--- config.mk ---
export PLATFORM = sky130hd
export DESIGN_NAME = pc_sequencer
export DESIGN_NICKNAME = d
export VERILOG_FILES = /design/src/rtl/pc_sequencer.sv
export SDC_FILE = /design/constraint.sdc
export NUM_CORES = 1
export LEC_CHECK = 0
export CAP_MARGIN = 20
export CORE_MARGIN = 2
export CORE_UTILIZATION = 38
export CTS_CLUSTER_SIZE = 20
export DETAILED_ROUTE_END_ITERATION = 6
export PLACE_DENSITY = 0.73
export SETUP_SLACK_MARGIN = 0.3
export SLEW_MARGIN = 40
export SYNTH_ARGS = -nofsm -noshare
export SYNTH_HDL_FRONTEND = slang
export SYNTH_SLANG_ARGS = --single-unit
--- constraint.sdc ---
create_clock -name clk -period 4.4 [get_ports clk]
set_input_delay 0.44 -clock clk [delete_from_list [all_inputs] [get_ports clk]]
set_output_delay 0.44 -clock clk [all_outputs]
set_load 0.05 [all_outputs]
--- src/rtl/pc_sequencer.sv ---
// Program-counter sequencer for the MIPS core: walks each instruction through
// FETCH/EXEC, drives the instruction-memory request and selects the next PC.
module pc_sequencer #(
    parameter logic [31:0] RESET_PC   = 32'h0000_3000,
    parameter logic [31:0] EXC_VECTOR = 32'h0000_4180
) (
    input  logic        clk,
    input  logic        rst,
    input  logic        stall,
    input  logic        br_taken,
    input  logic [31:0] br_target,
    input  logic        jump,
    input  logic [31:0] jump_target,
    input  logic        exc,
    input  logic        eret,
    input  logic        halt,
    input  logic        if_ack,
    output logic        if_req,
    output logic [31:0] if_addr,
    output logic [31:0] pc,
    output logic [31:0] epc,
    output logic        instr_valid,
    output logic [1:0]  exc_cause,
    output logic        halted
);

    // state   | meaning
    // S_IDLE  | one settling cycle after reset
    // S_FETCH | if_req high, waiting for if_ack
    // S_EXEC  | instruction at pc executing, next pc chosen here
    // S_HALT  | core stopped until reset
    typedef enum logic [1:0] {S_IDLE, S_FETCH, S_EXEC, S_HALT} state_t;

    state_t      state;
    logic [31:0] target;
    logic        check_align;
    logic        misaligned;

    // Redirect sources are checked for alignment; pc + 4 stays aligned by construction.
    always_comb begin
        target      = pc + 32'd4;
        check_align = 1'b0;
        if (eret) begin
            target      = epc;
            check_align = 1'b1;
        end else if (jump) begin
            target      = jump_target;
            check_align = 1'b1;
        end else if (br_taken) begin
            target      = br_target;
            check_align = 1'b1;
        end
    end

    assign misaligned = check_align && (target[1:0] != 2'b00);
    assign if_addr    = pc;

    always_ff @(posedge clk) begin
        if (rst) begin
            state       <= S_IDLE;
            pc          <= RESET_PC;
            epc         <= 32'd0;
            exc_cause   <= 2'd0;
            if_req      <= 1'b0;
            instr_valid <= 1'b0;
            halted      <= 1'b0;
        end else begin
            case (state)
                S_IDLE: begin
                    state  <= S_FETCH;
                    if_req <= 1'b1;
                end
                S_FETCH: begin
                    if (if_ack) begin
                        state       <= S_EXEC;
                        if_req      <= 1'b0;
                        instr_valid <= 1'b1;
                    end
                end
                S_EXEC: begin
                    // exc outranks stall; a misaligned redirect only matters once the instruction retires
                    if (exc || (!stall && !halt && misaligned)) begin
                        epc         <= pc;
                        pc          <= EXC_VECTOR;
                        exc_cause   <= exc ? 2'd1 : 2'd2;
                        state       <= S_FETCH;
                        if_req      <= 1'b1;
                        instr_valid <= 1'b0;
                    end else if (stall) begin
                        state <= S_EXEC;
                    end else if (halt) begin
                        state       <= S_HALT;
                        instr_valid <= 1'b0;
                        halted      <= 1'b1;
                    end else begin
                        pc          <= target;
                        state       <= S_FETCH;
                        if_req      <= 1'b1;
                        instr_valid <= 1'b0;
                    end
                end
                S_HALT: begin
                    state <= S_HALT;
                end
                default: begin
                    state <= S_IDLE;
                end
            endcase
        end
    end

endmodule

# Yosys cells after proc, flatten, opt, wreduce, memory -nomap -nowiden
# Cells that the tools add are included.
# classes
n_addsub	1
eq_ne	8
mux	24
bitwise_logic	2
n_reduce_logical	15
# op_table
cell	n
$mux 32	6
$add 32x3->32 const B	1
$mux 1	10
$mux 2	5
$pmux 2 s4	1
$reduce_and 4->1	2
$ne 3x3->1 const B	2
$reduce_and 3->1	2
$eq 2x2->1 const B	2
$ne 2x1->1 const B	2
$reduce_bool 2->1	2
$logic_and 1x1->1	3
$pmux 1 s3	1
$reduce_bool 3->1	1
$eq 2x1->1 const B	1
$logic_not 1->1	2
$logic_not 2->1	1
$ne 2x2->1 const B	1
$not 1->1	2
$pmux 1 s2	1
$reduce_and 2->1	1
$logic_or 1x1->1	1
# word_totals
ff_bits	71
output_inout_bits	101
word_cells	57

# Longest topological paths before layout
# logic_depth
word_depth	10
mapped_depth	9
mapped_depth_nobuf	7

# Worst setup path after synthesis
# OpenSTA, ideal clock, no wires.
# synth_path
path_kind	reg-to-reg
startpoint	register pc[2], in the netlist if_addr[2]
endpoint	register pc[30], in the netlist if_addr[30]
arrival_ps	2171
required_ps	4283
setup_slack_ps	2112
stages_incl_launch_ff	9
n_path_buf	1
synth_period_minus_slack_ps	2288
path_cell_list	dfxtp_1 ha_1 and4_1 and3_1 buf_2 nand4_1 xor2_1 o211ai_1 a32o_1
# synth_via
elab_chain_len	7
# synth_lines
item	line_no	rtl
start, declared	20	output logic [31:0] pc,
start signal, assigned	96	pc <= target;
$add 32x3->32	41	target = pc + 32'd4;
$mux 32	49	end else if (br_taken) begin
$mux 32	46	end else if (jump) begin
$mux 32	43	if (eret) begin
$mux 32	91	end else if (halt) begin
$mux 32	89	end else if (stall) begin
$mux 32	82	if (exc || (!stall && !halt && misaligned)) begin
# No other way between the ends. The select of a mux whose other input is x is not followed.
# A chain may end at the register's enable or synchronous reset.

# Worst setup path after layout
# layout_path
startpoint	input eret
endpoint	register epc[22]
# layout_via
elab_chain_len	6
word_cells_on_any_way	7
# layout_lines
item	line_no	rtl
start, declared	15	input logic eret,
$mux 32	43	
$reduce_bool 2->1	55	assign misaligned = check_align && (target[1:0] != 2'b00);
$logic_and 1x1->1 *	55	
$logic_and 1x1->1 *	82	
$logic_or 1x1->1 *	82	
$reduce_and 2->1 (no line) *	n/a	
end signal, assigned	83	epc <= pc;
end, declared	21	output logic [31:0] epc,
# Mark *: on every way between the ends. The rest lies on a longest branch, timed or not.

==> metrics.txt <==
area grow syn2layout=41.42%; CP max stage cell=clkdlybuf4s50_1; CTS max path bufs=2; synthesized area=4156 sq um; Mapped Cells=574; TritonCTS clock tree=yes; crit-path cells=clkdlybuf4s50_1 -> buf_4 -> nand2_1 -> o221ai_2 -> o211ai_2 -> a21oi_2 -> buf_12 -> nand2_1 -> a21oi_1; H-tree depth=3; Yosys cell types=53; largest net degree at the start of global routing=43; actual slew at the worst max-slew pin=0.7700 ns; Resized Gates After CTS=0; buffers and inverters on the worst path=3; DRC violation count after routing=0; die area=11790 sq um; Area contributors post-synth=dfxtp_1 (34%), nand2_1 (11%), buf_4 (6.3%); gr ovfl total=0; Initial Utilization=38.68%; power density over cell area=243.9 nW/um^2; count leader, synth=nand2_1; hold path depth=2; M1 GR Usage=32.94%; DRT iter0 DRCs=525; final WL=14750 microns; row cnt=38; Yosys top cell area share=34.20%; Core ar.=10750 sq um; maximum VDD drop=178.0 uV; Top delay family on crit path=buffers and inverters; clk_skew=0.007378 ns; CP Data Arrival Time=3.20 ns; vias per cell=5.674; Filler cells=1033; Worst slew margin=48.32%; ys flop type=dfxtp_1; WL/cell=17.60 microns; net count after synthesis=648; root buffer cell=clkbuf_8; crit path time final=2.925 ns; Fmax=0.3419 GHz; flops & latches, synth=71; CP Depth=9; WP data required=4.68 ns; sequential cell area fraction in the yosys report=34.20%; Final ANT Viol Nets=0; unrepaired setup endpoints after global routing=no; Post-CTS Setup Bufs=0; worst skew pair latency=0.35 ns; Syn Area/Cell=7.241 sq um; area leader, netlist=dfxtp_1; Tightest Hold Check Type=reg -> reg; CP startpoint kind=input port; initial antenna violation count=0; first-pass GRT wire length=22210 microns; Worst path most repeated cell=nand2_1; GPL Wtd Cong=0.8732; Register-to-Register Path Depth=7; DRT Pass-1 Iters=5; share of cells above drive strength 1=5.158%; Final setup violation count=0; Period Utilization, post-route=66.47%; number of port buffers=173; status=complete, no violations; vias in the first global route=4281; Die Height=108.6 microns; clock sink count=71; Crit Path Max Fanout=42; smallest hold slack=0.4556 ns; number of synthesized flops with an enable pin=0; synth warn=0; GR Util met3=5.124%; Synth async-reset ratio=0%; final setup TNS=0 ns; clock buffer count from CTS=9; fin. max-slew vios=0; max cap viols=0; Post-synth top cells=nand2_1 (120), dfxtp_1 (71), a21oi_1 (49); # diodes=0; CP peak stage delay=0.71 ns; Worst Path Class, Setup=in -> reg; busiest grt layer=met2; DIE WIDTH=108.6 microns; via count=4755; cts-stage hold buffer count=0; final hold viol count=0; GR met2 Demand/Resource=38.48%; Clock transition at path regs=0.07 ns; Ports=174; DP HPWL=10610 microns; Leak Pwr=1.967 nW; All-Layer GR Usage=24.27%; fin nets=767; Worst setup EP type=flip-flop
worst register-to-register path: stages, from the launching register on:
cell and delay [ns]:
dfxtp_1 0.50, ha_1 0.28, and4_1 0.34, and3_1 0.45, nand4_1 0.21, xor2_1 0.18
o211ai_1 0.10, a32o_1 0.28
flip-flops by register name (all words and copies together), names as in the netlist:
register     flops
if_addr         32
epc             32
instr_valid      1
state            2
halted           1
if_req           1
exc_cause        2
layout by cell type, fill, tap and decap left out, types with 4 or more instances in the layout:
master	synthesis	final
clkdlybuf4s50_1	0	171
nand2_1	120	120
dfxtp_1	71	71
a21oi_1	49	49
o21ai_0	48	48
nor2_1	29	29
nand3_1	25	25
o22ai_1	21	21
nand4_1	12	12
inv_1	12	11
a31oi_1	10	10
clkbuf_8	0	10
nor3_1	9	9
buf_4	35	7
nand2b_1	7	6
and4_1	6	6
and3_1	7	6
o211ai_1	6	6
mux2i_1	5	5
o21ai_1	5	5
xnor2_1	5	5
a22o_1	5	5
a211oi_1	4	4
routing by layer:
layer / up-vias / share of wire [%]
li1: 2238 / -
met1: 2227 / 42
met2: 266 / 46
met3: 24 / 9.8
met4: 0 / 1.6
met5: - / 0
final timing paths:
check | startpoint | endpoint | slack, ns
setup / recovery | eret | epc[22]$_SDFFE_PP0P_ | 1.48
hold / removal | exc_cause[0]$_SDFFE_PP0P_ | exc_cause[0]$_SDFFE_PP0P_ | 0.46
setup reg to reg | if_addr[2]$_SDFFE_PP0P_ | if_addr[30]$_SDFFE_PP0P_ | 1.97
hold reg to reg | exc_cause[0]$_SDFFE_PP0P_ | exc_cause[0]$_SDFFE_PP0P_ | 0.46
power breakdown:
part	total, mW	leakage [nW]	internal [mW]	switching, mW
clock	0.522	0.100	0.275	0.247
sequential	0.663	0.573	0.650	0.0127
combinational	0.249	1.29	0.109	0.140
logic make-up after synthesis:
| family | share of synthesized area (%) |
|---|---|
| multiplexers | 1.204 |
| flip-flops | 34.20 |
| buffers and inverters | 11.71 |
| adder cells (fa/ha/maj) | 0.3010 |
| AO/OA/AOI/OAI | 26.34 |
| XOR/XNOR | 1.475 |
| AND/OR/NAND/NOR | 24.77 |
stage by stage:
step / instance area [sq um] / std cells / worst slack (ns) / utilization (%) / total power, mW
6_report: 5878 / 838 / 1.475 / 54.70 / 1.433
5_1_grt: 5878 / 838 / 1.314 / 54.70 / 1.478
4_1_cts: 5882 / 838 / 1.243 / 54.74 / 1.432
3_5_place_dp: 5692 / 822 / 0.8839 / 52.97 / 0.9226
3_3_place_gp: 5689 / 822 / 1.025 / 52.95 / 0.9191
2_1_floorplan: 4156 / 574 / 2.112 / - / 0.8095
final cells by class:
type                    instances  area (sq um)  share of cell area, %
clock buffers                  12         145.1                  2.469
flip-flops and latches         71          1421                  24.18
multi-input cells             418          2252                  38.31
clock inverters                 4         45.04                 0.7663
repair buffers                181          1794                  30.52
inverters                      12         45.04                 0.7663
well taps                     140         175.2                  2.980
No activity file was read; power rests on OpenSTA's default activity.
